`src/rtl/slv_arb_pkg.sv`:
```
// Shared types and helpers for the round-robin slave-port arbiter.
// State encoding, pointer sizing and a one-hot to index encoder.
package slv_arb_pkg;

  typedef enum logic {
    ST_IDLE = 1'b0,
    ST_BUSY = 1'b1
  } state_t;

  localparam int NM_MAX = 8;
  localparam int NM_DEF = 4;
  localparam int PTR_W  = $clog2(NM_DEF);

  // OR-reduction encoder; a zero input yields index 0.
  function automatic logic [2:0] onehot2idx(input logic [NM_MAX-1:0] oh);
    logic [2:0] idx;
    idx = '0;
    for (int i = 0; i < NM_MAX; i++) begin
      if (oh[i]) idx = idx | 3'(i);
    end
    return idx;
  endfunction

endpackage

```
`src/rtl/slv_bus_arbiter_rr_pick.sv`:
```
// Combinational circular priority picker: first requester at or after the pointer.
// Zero latency; oValid is low when nobody requests.
module rr_pick #(
  parameter int N  = 4,
  parameter int PW = 2
) (
  input  logic [N-1:0]  iReq,
  input  logic [PW-1:0] iPtr,
  output logic [PW-1:0] oIdx,
  output logic          oValid
);

  logic [PW:0] cand;

  // Walk from the farthest offset back to the pointer so the nearest requester wins.
  always_comb begin
    oIdx   = '0;
    oValid = |iReq;
    cand   = '0;
    for (int k = N - 1; k >= 0; k--) begin
      cand = {1'b0, iPtr} + (PW+1)'(k);
      if (cand >= (PW+1)'(N)) cand = cand - (PW+1)'(N);
      if (iReq[cand[PW-1:0]]) oIdx = cand[PW-1:0];
    end
  end

endmodule

```
`src/rtl/slv_bus_arbiter.sv`:
```
// Round-robin arbiter sharing one slave port among NM masters; the grant is held until ack.
// Optional watchdog under SLV_ARB_TIMEOUT_EN aborts a transfer after TO_CYC unacked BUSY cycles.
module slv_bus_arbiter
  import slv_arb_pkg::*;
#(
  parameter int NM     = 4,
  parameter int CMD_W  = 1,
  parameter int AW     = 12,
  parameter int DW     = 32,
  parameter int SW     = 4,
  parameter int TO_CYC = 64
) (
  input  logic                iClk,
  input  logic                iRst,
  input  logic [NM-1:0]       iMstReq,
  input  logic [NM*CMD_W-1:0] iMstCmd,
  input  logic [NM*AW-1:0]    iMstAddr,
  input  logic [NM*SW-1:0]    iMstSel,
  input  logic [NM*DW-1:0]    iMstWData,
  output logic [NM-1:0]       oMstAck,
  output logic [DW-1:0]       oMstRData,
  output logic [NM-1:0]       oMstErr,
  output logic [NM-1:0]       oGnt,
  output logic                oSlvReq,
  output logic [CMD_W-1:0]    oSlvCmd,
  output logic [AW-1:0]       oSlvAddr,
  output logic [SW-1:0]       oSlvSel,
  output logic [DW-1:0]       oSlvWData,
  input  logic                iSlvAck,
  input  logic [DW-1:0]       iSlvRData
);

  localparam int PW = $clog2(NM);

  state_t        state;
  logic [NM-1:0] gnt_q;
  logic [PW-1:0] rr_ptr;
  logic [PW-1:0] g;
  logic [PW-1:0] nxt_ptr;
  logic [PW-1:0] pick_idx;
  logic          pick_vld;
  logic          busy;
  logic          req_g;
  logic          ack_g;
  logic          to_hit;
  logic          end_xfer;

  rr_pick #(.N(NM), .PW(PW)) u_pick (
    .iReq   (iMstReq),
    .iPtr   (rr_ptr),
    .oIdx   (pick_idx),
    .oValid (pick_vld)
  );

  assign g       = PW'(onehot2idx(NM_MAX'(gnt_q)));
  assign nxt_ptr = (g == PW'(NM - 1)) ? '0 : g + PW'(1);
  assign busy    = (state == ST_BUSY);
  assign req_g   = iMstReq[g];

`ifdef SLV_ARB_TIMEOUT_EN
  localparam int TW = $clog2(TO_CYC) + 1;
  logic [TW-1:0] timer;

  assign to_hit = busy && (timer == TW'(TO_CYC - 1));

  // Counts unacked BUSY cycles; held at zero outside BUSY so each grant starts fresh.
  always_ff @(posedge iClk or posedge iRst) begin
    if (iRst) begin
      timer <= '0;
    end else if (!busy || end_xfer) begin
      timer <= '0;
    end else begin
      timer <= timer + TW'(1);
    end
  end
`else
  assign to_hit = 1'b0;
`endif

  // Slave side is driven only while a grant is held, so state reset kills it asynchronously.
  assign oSlvReq   = busy & req_g & ~to_hit;
  assign oSlvCmd   = busy ? iMstCmd[g*CMD_W +: CMD_W] : '0;
  assign oSlvAddr  = busy ? iMstAddr[g*AW +: AW]      : '0;
  assign oSlvSel   = busy ? iMstSel[g*SW +: SW]       : '0;
  assign oSlvWData = busy ? iMstWData[g*DW +: DW]     : '0;

  assign ack_g     = iSlvAck & oSlvReq;
  assign oMstAck   = ack_g  ? (NM'(1) << g) : '0;
  assign oMstErr   = to_hit ? (NM'(1) << g) : '0;
  assign oMstRData = ack_g  ? iSlvRData     : '0;
  assign oGnt      = gnt_q;

  // A dropped request, an ack or a watchdog expiry all release the grant the same way.
  assign end_xfer = ~req_g | ack_g | to_hit;

  always_ff @(posedge iClk or posedge iRst) begin
    if (iRst) begin
      state  <= ST_IDLE;
      gnt_q  <= '0;
      rr_ptr <= '0;
    end else begin
      case (state)
        ST_IDLE: begin
          if (pick_vld) begin
            gnt_q <= NM'(1) << pick_idx;
            state <= ST_BUSY;
          end
        end
        ST_BUSY: begin
          if (end_xfer) begin
            gnt_q  <= '0;
            rr_ptr <= nxt_ptr;
            state  <= ST_IDLE;
          end
        end
        default: begin
          gnt_q <= '0;
          state <= ST_IDLE;
        end
      endcase
    end
  end

endmodule

```
`config.mk`:
```
export PLATFORM = sky130hd
export DESIGN_NAME = slv_bus_arbiter
export DESIGN_NICKNAME = d
export VERILOG_FILES = /design/src/rtl/slv_arb_pkg.sv /design/src/rtl/slv_bus_arbiter_rr_pick.sv /design/src/rtl/slv_bus_arbiter.sv
export SDC_FILE = /design/constraint.sdc
export NUM_CORES = 1
export LEC_CHECK = 0
export ABC_CLOCK_PERIOD_IN_PS = 3420
export BUFFER_PORTS_ARGS = -buffer_cell sky130_fd_sc_hd__buf_2
export CAP_MARGIN = 25
export CORE_AREA = 2 2 129 131
export DETAILED_ROUTE_END_ITERATION = 16
export DIE_AREA = 0 0 131 133
export PLACE_DENSITY_LB_ADDON = 0.1
export SYNTH_ARGS = -nofsm -noshare
export SYNTH_HDL_FRONTEND = slang
export SYNTH_SLANG_ARGS = --single-unit
```
`constraint.sdc`:
```
create_clock -name iClk -period 3.42 [get_ports iClk]
set_input_delay 0.342 -clock iClk [delete_from_list [all_inputs] [get_ports iClk]]
set_output_delay 0.342 -clock iClk [all_outputs]
set_load 0.05 [all_outputs]
```
After elaboration in Yosys (flattened, before gate mapping)
Cells that the tools add are included.
{"block": "word_totals", "in_bits": 235, "output_inout_bits": 94, "regBits": 7, "elab_cells": 72}
{"block": "classes", "n_mux": 34, "reduce_logical": 3, "n_shift": 6, "addsub": 8, "multipliers": 1, "magnitude_cmp": 9, "bitwise": 5, "eq_ne": 3}
{"op": "variable part select 128 x 8 -> 32 bit", "n": 1}
{"op": "two-way mux 32 bit", "n": 2}
{"op": "variable part select 48 x 7 -> 12 bit", "n": 1}
{"op": "two-way mux 2 bit", "n": 11}
{"op": "two-way mux 4 bit", "n": 4}
{"op": "variable part select 16 x 5 -> 4 bit", "n": 1}
{"op": "less-than comparator 2 x 3 -> 1 bit, second input constant", "n": 5}
{"op": "two-way mux 12 bit", "n": 1}
{"op": "binary-select mux 1 bit (select 2 bit)", "n": 5}
{"op": "greater-or-equal comparator 3 bit, second input constant", "n": 3}
{"op": "two-way mux 1 bit", "n": 9}
{"op": "one-hot mux 4 bit (2 select lines)", "n": 1}
{"op": "<< shifter 1 x 2 -> 4 bit, first input constant", "n": 2}
{"op": "subtractor 2 x 1 -> 2 bit, second input constant", "n": 4}
{"op": "adder 2 x 2 -> 3 bit, second input constant", "n": 2}
{"op": "multiplier 2 x 2 -> 4 bit, second input constant", "n": 1}
{"op": "AND reduction 2 bit", "n": 2}
{"op": "OR reduction 4 bit", "n": 1}
{"op": "variable part select 4 x 3 -> 1 bit", "n": 1}
{"op": "adder 2 x 1 -> 3 bit, second input constant", "n": 1}
{"op": "greater-or-equal comparator 2 x 3 -> 1 bit, second input constant", "n": 1}
{"op": "adder 2 x 1 -> 2 bit, second input constant", "n": 1}
{"op": "bitwise AND 1 bit", "n": 2}
{"op": "equality test 2 bit, second input constant", "n": 1}
{"op": "5 further kinds", "n": 6}

Depth between registers and ports, before layout
Gate-level depths: netlist of run 1.
{"block": "depth", "depth_word": 12, "mapped_depth": 7, "depth_no_buf": 6}

Modules after synthesis
A second synthesis of run 1 with hierarchy kept.
{"block": "unflattened", "hier_cells": 389, "area_unflattened_um2": 2446.1}
{"module": "slv_bus_arbiter", "seq_area_each_um2": 175.2, "cells_per_inst": 376, "n_inst": 1, "area_each_um2": 2368.5}
{"module": "rr_pick", "seq_area_each_um2": 0.0, "cells_per_inst": 13, "n_inst": 1, "area_each_um2": 77.6}

Least setup slack after synthesis of run 1
Ideal clock, no wire load.
{"block": "synth_path", "path_kind": "register to output", "from": "register gnt_q[3] (netlist: oGnt[3])", "to": "output oSlvAddr[0]", "slack_ns": 0.412, "n_path_buf": 1, "t_arrival_ns": 2.666, "path_stages_with_launch": 5, "required_ns": 3.078, "cell_sequence": "dfrtp_1 nor2_1 clkbuf_1 nand2_1 a311oi_1"}
{"block": "synth_via", "elab_chain_cells": 4}
{"element": "from (decl)", "line_no": "slv_bus_arbiter.sv:36", "rtl": "logic [NM-1:0] gnt_q;"}
{"element": "from (signal assigned)", "line_no": "slv_bus_arbiter.sv:105", "rtl": "gnt_q <= NM'(1) << pick_idx;"}
{"element": "two-way mux 2 bit", "line_no": "slv_arb_pkg.sv:19", "rtl": "if (oh[i]) idx = idx | 3'(i);"}
{"element": "multiplier 2 x 2 -> 4 bit", "line_no": "slv_bus_arbiter.sv:83", "rtl": "assign oSlvAddr = busy ? iMstAddr[g*AW +: AW] : '0;"}
{"element": "variable part select 48 x 7 -> 12 bit", "line_no": "slv_bus_arbiter.sv:83"}
{"element": "two-way mux 12 bit", "line_no": "slv_bus_arbiter.sv:83"}
{"element": "to (decl)", "line_no": "slv_bus_arbiter.sv:26", "rtl": "output logic [AW-1:0] oSlvAddr,"}
No other way between the ends.

Worst setup path in the final report of run 1
{"block": "layout_path", "from": "register gnt_q[1] (netlist: oGnt[1])", "to": "output oSlvCmd"}
{"block": "layout_via", "elab_chain_cells": 5}
{"element": "two-way mux 1 bit", "line_no": "slv_arb_pkg.sv:19"}
{"element": "two-way mux 2 bit (2 in a row)", "line_no": "slv_arb_pkg.sv:19"}
{"element": "variable part select 4 x 3 -> 1 bit", "line_no": "slv_bus_arbiter.sv:82", "rtl": "assign oSlvCmd = busy ? iMstCmd[g*CMD_W +: CMD_W] : '0;"}
{"element": "two-way mux 1 bit", "line_no": "slv_bus_arbiter.sv:82"}
{"element": "to (decl)", "line_no": "slv_bus_arbiter.sv:25", "rtl": "output logic [CMD_W-1:0] oSlvCmd,"}
No other way between the ends.

==> results by group, run 1 <==
Outcome
  • Status: finished, final reports clean

Critical path
  • CP Launch Type: flop
  • Worst path cell trace: buf_4 -> a211oi_1 -> a311oi_1 -> buf_2
  • Crit-path leading delay family: buffers and inverters
  • Crit Path Max Fanout: 55
  • Max stage delay cell, worst path: dfrtp_4
  • Critical Path RT: 3080 ps
  • Critical Path End Type: output port
  • CP peak stage delay: 770 ps
  • WP buf/inv: 2
  • Critical path arrival: 2470 ps
  • CP Class: reg -> out

Pwr
  • Cell internal pwr: 1390 uW
  • Reg power frac: 0.053
  • VDD IR max: 482 uV
  • Net Sw Frac: 0.710
  • Switching Power: 3410 uW
  • Clock Power Share: 0.041
  • Pwr per Cell Area: 1090 nW/um^2
  • Comb pwr share: 0.905
  • Leakage power: 0.00242 uW
  • Final Power: 4800 uW

Global route
  • GRT Resource Usage Total: 0.142
  • Antenna violations before repair: 1
  • Total congestion overflow: 0
  • Vias in the first global route: 3,870
  • Largest net degree at the start of global routing: 58
  • First-pass GRT wire length: 19.9 mm

STA
  • Final Hold Viols: 0
  • RSZ-0062 raised after global routing: no
  • Max Clock Freq: 0.355 GHz
  • Max-slew violations: 0
  • Fin crit period: 2810 ps
  • PnR worst setup slack: 606 ps
  • TNS Setup: 0 ps
  • Worst-margin pin slew: 628 ps
  • # setup viols final: 0
  • Fin crit share: 0.823
  • Max_slew headroom: 0.581
  • Final Skew: 2.04 ps

Routing
  • Post-DRT Antenna Nets: 0
  • Average wire per standard cell: 15.0 um
  • Post-DR vias/cell: 4.51
  • First drt pass iteration count: 6
  • 1st-iter DRT viols: 199
  • DRC viols: 0
  • Routed WL: 13.7 mm
  • Via count: 4,120

Min path
  • HP Class: in -> async

Run
  • Max cap viols: 0

Synth
  • Syn_area_per_cell: 6.28 um^2
  • Mapped Area: 2540 um^2
  • Yosys cell types: 42
  • Post-synth ARST share: 1.00
  • Post-synth EDFFs: 0
  • Seq/Total Area, Yosys: 0.0688
  • Post-Syn Instances: 405
  • Synth warnings: 0
  • Post-synthesis register bit count: 7
  • Dominant synthesized flop cell: dfrtp_1

Floorplanning
  • Chip width: 131 um
  • Starting Density: 0.157
  • Die height: 133 um
  • IO Pins: 329
  • Core box area: 16,200 um^2
  • DIE AREA: 17,400 um^2
  • Cell Rows: 47

Placement
  • Dpl hpwl: 10.4 mm
  • PortBufs: 324
  • RD Place Congestion: 0.841
  • Pre-CTS setup slack: 873 ps
  • Post-DP Area: 4320 um^2

Finish
  • Multi-input gate area in the final layout: 2140 um^2
  • Most common cell after layout, fill and taps aside: buf_2
  • Final Cell Area: 4400 um^2
  • Share of layout cells above drive strength 1: 0.496
  • Seq. cell area: 179 um^2
  • Final nets: 932
  • Synth-to-layout area growth: 72.9%
  • Most frequent cells in the layout: buf_2 (324), nand2_1 (109), nor2b_1 (50)
  • Layout fillers: 1,826

Clock network
  • Sink Count: 7
  • Setup repair bufs after CTS: 0
  • Root Driver: clkbuf_16
  • CTS tree: done
  • H-tree levels: 1
  • Clk slew on worst S/H paths: 40 ps
  • Clk Latency, worst-skew pair: 230 ps
  • PostCTS Resize Cnt: 0
  • Cts hold-fix bufs: 0
  • CTS Buf Count: 3
  • Max Buffers Root-to-Sink: 2
[power groups by stage]
stage / Combinational [uW] / Sequential (uW) / Clock [uW]
floorplan: 3360 / 209 / 0
global placement: 4350 / 254 / 0
detailed placement: 4380 / 257 / 0
CTS: 4390 / 256 / 203
global route: 4660 / 272 / 210
finish: 4350 / 256 / 199
[sequential cells by signal, summed over array words and instances, names as in the netlist]
signal	count
busy	1
oGnt	4
rr_ptr	2
[logic make-up (layout without fill, tap and decap cells)]
kind of cell,count (synthesis),count (layout),synth area share
simple gates,217,217,0.423
compound gates,119,119,0.381
buf+inv,55,339,0.0978
flops,7,7,0.0688
fa+ha+maj,4,4,0.0197
mux,2,2,0.00787
other cells,1,5,0.00147
[final timing paths]
kind / start / endpoint / slack (ps) / cells past startpoint
hold / removal: iRst / oGnt[0] / 50 / 2
setup reg to reg: oGnt[1] / rr_ptr[0] / 1440 / 4
hold reg to reg: rr_ptr[0] / rr_ptr[0] / 590 / 2
setup / recovery: oGnt[1] / oSlvCmd / 610 / 4
min in group iClk: iMstReq[2] / busy / 550 / 4
max in group asynchronous: iRst / oGnt[1] / 3110 / 2
[worst reg2reg max path: stages (launching register included)]
cell	delay, ps
dfrtp_4	770
mux2i_1	370
o21ai_4	160
or4_1	530
nand3_1	80
[cell usage after synthesis (2+ instances only)]
| library cell | count | area [um^2] |
|---|---|---|
| nand3_1 | 2 | 10.0 |
| a222oi_1 | 2 | 20.0 |
| o21ai_0 | 2 | 10.0 |
| o22ai_1 | 2 | 12.5 |
| buf_4 | 6 | 45.0 |
| nor2b_1 | 50 | 313 |
| dfrtp_1 | 7 | 175 |
| ha_1 | 4 | 50.1 |
| nor4_1 | 2 | 12.5 |
| a311oi_1 | 49 | 429 |
| nand2_1 | 109 | 409 |
| and3_1 | 36 | 225 |
| and2_1 | 3 | 18.8 |
| nor2_1 | 7 | 26.3 |
| a211oi_1 | 49 | 368 |
| clkbuf_1 | 27 | 101 |
| inv_2 | 2 | 7.51 |
| nor3b_1 | 2 | 15.0 |
| a21oi_1 | 3 | 15.0 |
| buf_2 | 16 | 80.1 |
| mux2i_1 | 2 | 20.0 |
| inv_1 | 3 | 11.3 |
[final cells by class]
type | count | area share
tap | 220 | 0.0626
clock buffer | 4 | 0.0179
inverter | 5 | 0.00426
timing repair buffer | 330 | 0.387
multi-input combinational | 346 | 0.487
sequential | 7 | 0.0407
antenna | 1 | 0.000569
[stage by stage]
step                      hold WS [ps]  cells  utilization
after floorplan                    145    408            -
after global placement             309    907        0.266
after CTS                         61.2    912        0.272
after global routing              86.8    912        0.272
final                             46.9    913        0.272
after detailed placement           305    908        0.267
[layer usage]
metal  part of all wire  routed length [um]  track usage
met1               0.41                5610        0.171
met3              0.064                 868       0.0182
met2               0.51                6960        0.265
met4              0.016                 214       0.0296
met5                  0                   0            0
Note: power is estimated with default switching activity, not from simulation.
==> inputs of run 2 (changes only) <==
--- a/config.mk
+++ b/config.mk
@@ -5,12 +5,13 @@
 export SDC_FILE = /design/constraint.sdc
 export NUM_CORES = 1
 export LEC_CHECK = 0
-export ABC_CLOCK_PERIOD_IN_PS = 3420
+export ABC_AREA = 1
+export ABC_CLOCK_PERIOD_IN_PS = 2580
 export BUFFER_PORTS_ARGS = -buffer_cell sky130_fd_sc_hd__buf_2
 export CAP_MARGIN = 25
-export CORE_AREA = 2 2 129 131
+export CORE_AREA = 2 2 128 130
 export DETAILED_ROUTE_END_ITERATION = 16
-export DIE_AREA = 0 0 131 133
+export DIE_AREA = 0 0 130 132
 export PLACE_DENSITY_LB_ADDON = 0.1
 export SYNTH_ARGS = -nofsm -noshare
 export SYNTH_HDL_FRONTEND = slang
==> constraint.sdc (replaced) <==
create_clock -name iClk -period 2.58 [get_ports iClk]
set_input_delay 0.258 -clock iClk [delete_from_list [all_inputs] [get_ports iClk]]
set_output_delay 0.258 -clock iClk [all_outputs]
set_load 0.05 [all_outputs]
==> results by group, run 2 <==
Outcome
  • Status: finished, final reports clean

Placement
  • RD Place Congestion: 0.826 (-1.8%)
  • Placed Cells: 1,064 (+17%)
  • Pre-CTS setup slack: 330 ps (-543 ps)
  • Dpl hpwl: 11.7 mm (+12%)
  • PortBufs: 324 (unchanged)

Clock network
  • PostCTS Resize Cnt: 0 (unchanged)
  • Max Buffers Root-to-Sink: 2 (unchanged)
  • Clk slew on worst S/H paths: 40 ps (about the same)
  • CTS tree: done
  • Sink Count: 7 (unchanged)
  • H-tree levels: 1 (unchanged)
  • CTS Buf Count: 3 (unchanged)
  • Root Driver: clkbuf_16
  • Clk Latency, worst-skew pair: 230 ps (about the same)

Synth
  • Seq/Total Area, Yosys: 0.0679 (-0.000902)
  • Syn_area_per_cell: 4.65 um^2 (-26%)
  • Post-Syn Instances: 555 (+37%)
  • Synth area leader: nor2_1
  • Mapped Area: 2580 um^2 (+1.3%)
  • Yosys cell types: 24 (-43%)
  • Synth cell count leaders: nor2_1 (236), o21ai_0 (98), a21oi_1 (49), inv_1 (49), nand2_1 (33)
  • Synth warnings: 0 (unchanged)
  • Post-synth top area share: 0.344 (+0.175)
  • Post-synth EDFFs: 0 (unchanged)
  • Post-synth ARST share: 1.00 (unchanged)
  • Post-synthesis register bit count: 7 (unchanged)
  • Most numerous cell in the Yosys netlist: nor2_1
  • Dominant synthesized flop cell: dfrtp_1
  • Synth top area cells: nor2_1 (34%), o21ai_0 (19%), a21oi_1 (9.5%)

Pwr
  • Comb pwr share: 0.912 (+0.007)
  • Reg power frac: 0.041 (-0.012)
  • Switching Power: 4040 uW (+18%)
  • Cell internal pwr: 1660 uW (+19%)
  • Final Power: 5700 uW (+19%)
  • Pwr per Cell Area: 1260 nW/um^2 (+15%)
  • Net Sw Frac: 0.709 (-0.00173)
  • VDD IR max: 709 uV (+47%)
  • Clock Power Share: 0.047 (+0.006)
  • Leakage power: 0.00270 uW (+12%)

Critical path
  • Number of cells on the worst reg-to-reg path: 10 (+6)
  • Worst path cell trace: nor2_4 -> inv_2 -> o211ai_1 -> nand2_2 -> nor2_4 -> nand2_4 -> nor2_1 -> buf_2
  • CP Class: reg -> out
  • Max stage delay cell, worst path: dfrtp_1
  • Critical path arrival: 2050 ps (-420 ps)
  • Crit-path leading delay family: simple AND/OR/NAND/NOR gates
  • Most frequent CP cell: nor2_4
  • CP peak stage delay: 450 ps (-320 ps)
  • R2r startpoint: rr_ptr[0]
  • Reg2Reg Setup Slack: 930 ps (-510 ps)
  • CP Launch Type: flop
  • Crit Path Max Fanout: 36 (-35%)
  • Reg-to-Reg End: oGnt[1]
  • Critical Path End Type: output port
  • WP buf/inv: 2 (unchanged)
  • Critical Path RT: 2320 ps (-760 ps)

Global route
  • Antenna violations before repair: 1 (unchanged)
  • Vias in the first global route: 4,059 (+4.9%)
  • Largest net degree at the start of global routing: 52 (-10%)
  • Total congestion overflow: 0 (unchanged)
  • First-pass GRT wire length: 21.5 mm (+8.2%)
  • GRT Resource Usage Total: 0.158 (+0.0162)

STA
  • Fin crit share: 0.894
  • Final Hold Viols: 0 (unchanged)
  • Hold_ws: 308 ps (+261 ps)
  • Fin crit period: 2310 ps
  • # setup viols final: 0 (unchanged)
  • PnR worst setup slack: 274 ps (-332 ps)
  • RSZ-0062 raised after global routing: no
  • Max-slew violations: 0 (unchanged)
  • Final Skew: 1.41 ps (-0.632 ps)
  • Max Clock Freq: 0.434 GHz
  • Worst-margin pin slew: 608 ps (-20.3 ps)
  • Max_slew headroom: 0.595 (+0.0135)

Routing
  • Average wire per standard cell: 13.7 um (-8.2%)
  • 1st-iter DRT viols: 198 (-0.50%)
  • DRC viols: 0 (unchanged)
  • Post-DRT Antenna Nets: 0 (unchanged)
  • First drt pass iteration count: 4 (-2)
  • Post-DR vias/cell: 4.14 (-8.4%)
  • Via count: 4,441 (+7.8%)
  • Routed WL: 14.7 mm (+7.9%)

Floorplanning
  • Die height: 132 um (-0.75%)
  • Core box area: 15,700 um^2 (-2.8%)
  • Chip width: 130 um (-0.76%)
  • IO Pins: 329 (unchanged)
  • DIE AREA: 17,200 um^2 (-1.5%)
  • Cell Rows: 46 (-2.1%)
  • Starting Density: 0.164 (+0.00675)

Finish
  • Share of layout cells above drive strength 1: 0.424 (-0.0716)
  • Max reg flops: 4 (unchanged)
  • Most frequent cells in the layout: buf_2 (324), nor2_1 (223), o21ai_0 (98)
  • Synth-to-layout area growth: 75.9%
  • Final nets: 1,096 (+18%)
  • Layout fillers: 1,897 (+3.9%)
  • Post-Layout Cell Count: 1,074 (+18%)
  • Most common cell after layout, fill and taps aside: buf_2
  • Util after Layout: 0.289 (+0.0166)

Min path
  • Worst hold stages: 2
  • WHS Endpoint: busy
  • Worst hold path startpoint: iSlvAck
  • HP Class: in -> reg

Run
  • Max cap viols: 0 (unchanged)
[run 2: changes by cell type in the layout (fill, tap and decap cells not counted), moves of 49 or more]
cell | before | now
nand2_1 | 109 | 33
a311oi_1 | 49 | 0
nor2b_1 | 50 | 0
o21ai_0 | 2 | 98
a211oi_1 | 49 | 0
nor2_1 | 6 | 223
[run 2: power by group through the flow]
stage | clock network (uW) | logic [uW] | registers [uW]
2_1_floorplan | 0 | 3850 | 259
3_3_place_gp | 0 | 5270 | 235
3_5_place_dp | 0 | 5230 | 234
4_1_cts | 273 | 5240 | 233
5_1_grt | 280 | 5640 | 243
6_report | 266 | 5200 | 235
[run 2: how the worst max path moves through the flow]
stage,startpoint,end,slack (ps),cells after the start
2_1_floorplan,oGnt[1],oMstRData[10],-160,8
6_report,oGnt[3],oMstRData[3],270,8
3_5_place_dp,oGnt[3],oMstRData[3],330,8
5_1_grt,oGnt[3],oMstAck[1],60,8
4_1_cts,oGnt[3],oMstRData[3],70,8
3_3_place_gp,oGnt[3],oMstRData[10],400,8
[run 2: routing by layer]
layer | GRT usage | routed length [um] | up-vias
li1 | - | - | 2352
met1 | 0.179 | 5890 | 1872
met2 | 0.297 | 7440 | 203
met3 | 0.0349 | 1150 | 14
met4 | 0.0346 | 254 | 0
met5 | 0 | 0 | -
[run 2: kinds of logic after synthesis]
kind of cell | Yosys count | synth area share
simple gates | 292 | 0.447
compound gates | 155 | 0.306
buf+inv | 96 | 0.158
flops | 7 | 0.0679
fa+ha+maj | 4 | 0.0194
other cells | 1 | 0.00145
[run 2: cell type report]
type,count,area [um^2],share of cell area
inverters,51,191,0.0422
multi-input cells,455,2040,0.450
repair buffers,339,1770,0.391
diodes,2,5.00,0.00110
well taps,216,270,0.0596
clock buffers,4,78.8,0.0174
flip-flops and latches,7,176,0.0389
[run 2: timing repair]
item                                   in CTS  in global routing
buffers inserted                            0                  3
hold buffers                                1                  0
endpoints found under the hold margin       7                  0
setup endpoints to repair                   0                 36
[run 2: stage by stage]
stage               instance area [um^2]  TNS, ps
global route                        4530        0
CTS                                 4510        0
floorplan                           2620    -2640
finish                              4540        0
global placement                    4420        0
detailed placement                  4420        0
==> inputs of run 3 (changes only) <==
--- a/config.mk
+++ b/config.mk
@@ -9,9 +9,11 @@
 export ABC_CLOCK_PERIOD_IN_PS = 2580
 export BUFFER_PORTS_ARGS = -buffer_cell sky130_fd_sc_hd__buf_2
 export CAP_MARGIN = 25
-export CORE_AREA = 2 2 128 130
+export CELL_PAD_IN_SITES_DETAIL_PLACEMENT = 0
+export CELL_PAD_IN_SITES_GLOBAL_PLACEMENT = 1
+export CORE_ASPECT_RATIO = 1.1
+export CORE_UTILIZATION = 16
 export DETAILED_ROUTE_END_ITERATION = 16
-export DIE_AREA = 0 0 130 132
 export PLACE_DENSITY_LB_ADDON = 0.1
 export SYNTH_ARGS = -nofsm -noshare
 export SYNTH_HDL_FRONTEND = slang
==> results by group, run 3 (synthesis gave the netlist of run 2 again) <==
Outcome
  • Status: finished, final reports clean

Routing
  • 1st-iter DRT viols: 175 (-12%)
  • Post-DR vias/cell: 4.31 (+4.2%)
  • DRC viols: 0 (unchanged)
  • First drt pass iteration count: 4 (unchanged)
  • Via count: 4,535 (+2.1%)
  • Post-DRT Antenna Nets: 0 (unchanged)
  • Average wire per standard cell: 13.5 um (-1.6%)
  • Routed WL: 14.2 mm (-3.5%)

Finish
  • Share of layout cells above drive strength 1: 0.422 (-0.00203)
  • Synth-to-layout area growth: 73.4%
  • Multi-input gate area in the final layout: 2050 um^2 (+0.43%)
  • Final Cell Area: 4470 um^2 (-1.4%)
  • Post-Layout Cell Count: 1,053 (-2.0%)
  • Max reg flops: 4 (unchanged)
  • Layout fillers: 1,863 (-1.8%)
  • Final nets: 1,093 (-0.27%)
  • Most common cell after layout, fill and taps aside: buf_2
  • Seq. cell area: 176 um^2 (unchanged)
  • Util after Layout: 0.284 (-0.00447)
  • Most frequent cells in the layout: buf_2 (324), nor2_1 (223), o21ai_0 (98)
  • Antenna diode count: 0 (-2)

STA
  • TNS Setup: 0 ps (unchanged)
  • Max Clock Freq: 0.417 GHz (-3.9%)
  • Hold_ws: 321 ps (+13.5 ps)
  • Final Hold Viols: 0 (unchanged)
  • Fin crit period: 2400 ps (+94.7 ps)
  • Max_slew headroom: 0.607 (+0.0120)
  • # setup viols final: 0 (unchanged)
  • Max-slew violations: 0 (unchanged)
  • RSZ-0062 raised after global routing: no
  • Final Skew: 2.85 ps (+1.45 ps)
  • Fin crit share: 0.930 (+0.0367)
  • Worst-margin pin slew: 590 ps (-18.0 ps)

Critical path
  • CP Class: reg -> out
  • Worst path cell trace: nor2_4 -> buf_12 -> inv_1 -> buf_4 -> o21ai_0 -> a21oi_1 -> buf_2
  • Reg2Reg Setup Slack: 810 ps (-120 ps)
  • Critical path arrival: 2140 ps (+90 ps)
  • CP Launch Type: flop
  • Reg-to-Reg End: rr_ptr[1]
  • R2r startpoint: oGnt[3]
  • Max stage delay cell, worst path: dfrtp_1
  • Crit Path Max Fanout: 53 (+47%)
  • Critical Path End Type: output port
  • Crit-path leading delay family: buffers and inverters
  • Number of cells on the worst reg-to-reg path: 7 (-3)
  • Critical Path RT: 2320 ps (about the same)
  • WP buf/inv: 4 (+2)
  • CP peak stage delay: 440 ps (about the same)

Min path
  • Worst hold stages: 2 (unchanged)
  • HP Class: in -> reg
  • Worst hold path startpoint: iSlvAck
  • WHS Endpoint: busy

Floorplanning
  • Chip width: 123 um (-5.3%)
  • IO Pins: 329 (unchanged)
  • Starting Density: 0.164 (-0.000235)
  • DIE AREA: 16,600 um^2 (-3.1%)
  • Die height: 135 um (+2.4%)
  • Cell Rows: 48 (+4.3%)
  • Core box area: 15,700 um^2 (+0.14%)

Placement
  • PortBufs: 324 (unchanged)
  • Post-DP Area: 4370 um^2 (-1.0%)
  • Dpl hpwl: 11.2 mm (-3.8%)
  • Placed Cells: 1,048 (-1.5%)
  • RD Place Congestion: 0.821 (-0.59%)

Clock network
  • H-tree levels: 1 (unchanged)
  • Clk Latency, worst-skew pair: 230 ps (about the same)
  • Sink Count: 7 (unchanged)
  • Root Driver: clkbuf_16
  • CTS tree: done
  • Clk slew on worst S/H paths: 40 ps (about the same)
  • CTS Buf Count: 3 (unchanged)
  • Max Buffers Root-to-Sink: 2 (unchanged)

Pwr
  • VDD IR max: 419 uV (-41%)
  • Pwr per Cell Area: 1260 nW/um^2 (about the same)
  • Leakage power: 0.00267 uW (-1.0%)

Global route
  • Largest net degree at the start of global routing: 54 (+3.8%)
  • Vias in the first global route: 4,096 (+0.91%)
  • First-pass GRT wire length: 20.6 mm (-4.5%)
  • Total congestion overflow: 0 (unchanged)
  • GRT Resource Usage Total: 0.157 (-0.00136)
  • Antenna violations before repair: 0 (-1)

Run
  • Max cap viols: 0 (unchanged)
run 3: layout make-up:
| cell class | count | share of cell area |
|---|---|---|
| Multi-Input combinational cell | 455 | 0.458 |
| Timing Repair Buffer | 336 | 0.386 |
| Tap cell | 200 | 0.0560 |
| Inverter | 51 | 0.0428 |
| Sequential cell | 7 | 0.0395 |
| Clock buffer | 4 | 0.0176 |
run 3: per-layer routing:
metal,GRT usage,wire [um],vias up,part of all wire
met5,0,0,-,0
met4,0.0234,172,0,0.012
met3,0.0307,1110,15,0.078
met2,0.313,7560,201,0.53
met1,0.169,5380,1976,0.38
li1,-,-,2343,-
run 3: worst register-to-register path: stages, from the launching register on:
cell and delay [ps]:
dfrtp_1 440, nor2_4 200, buf_12 250, inv_1 80, buf_4 210, ha_1 320, inv_1 50, o21ai_0 80
run 3: per-stage QoR:
stage | power, uW | setup slack, ps
floorplan | 4110 | -156
global placement | 5400 | 405
detailed placement | 5380 | 386
CTS | 5670 | 135
global route | 6060 | 20.7
finish | 5620 | 179
run 3: repair_timing:
| item | in CTS | in global routing |
|---|---|---|
| setup endpoints to repair | 0 | 2 |
| buffers inserted | 0 | 0 |
| hold buffers | 1 | 0 |
| endpoints found under the hold margin | 7 | 0 |
| gates resized for setup | 0 | 1 |
run 3: power by group:
group / switching (uW) / internal, uW
clock network: 58.1 / 205
logic: 3880 / 1240
registers: 72.5 / 157
run 3: worst max path at each step:
stage | slack, ps | depth (start not counted) | startpoint | end
CTS | 130 | 7 | oGnt[3] | oSlvWData[10]
floorplan | -160 | 8 | oGnt[1] | oMstRData[10]
global placement | 410 | 7 | oGnt[3] | oSlvWData[10]
detailed placement | 390 | 7 | oGnt[3] | oSlvWData[10]
finish | 180 | 7 | oGnt[3] | oSlvWData[10]
global route | 20 | 7 | oGnt[3] | oSlvWData[10]
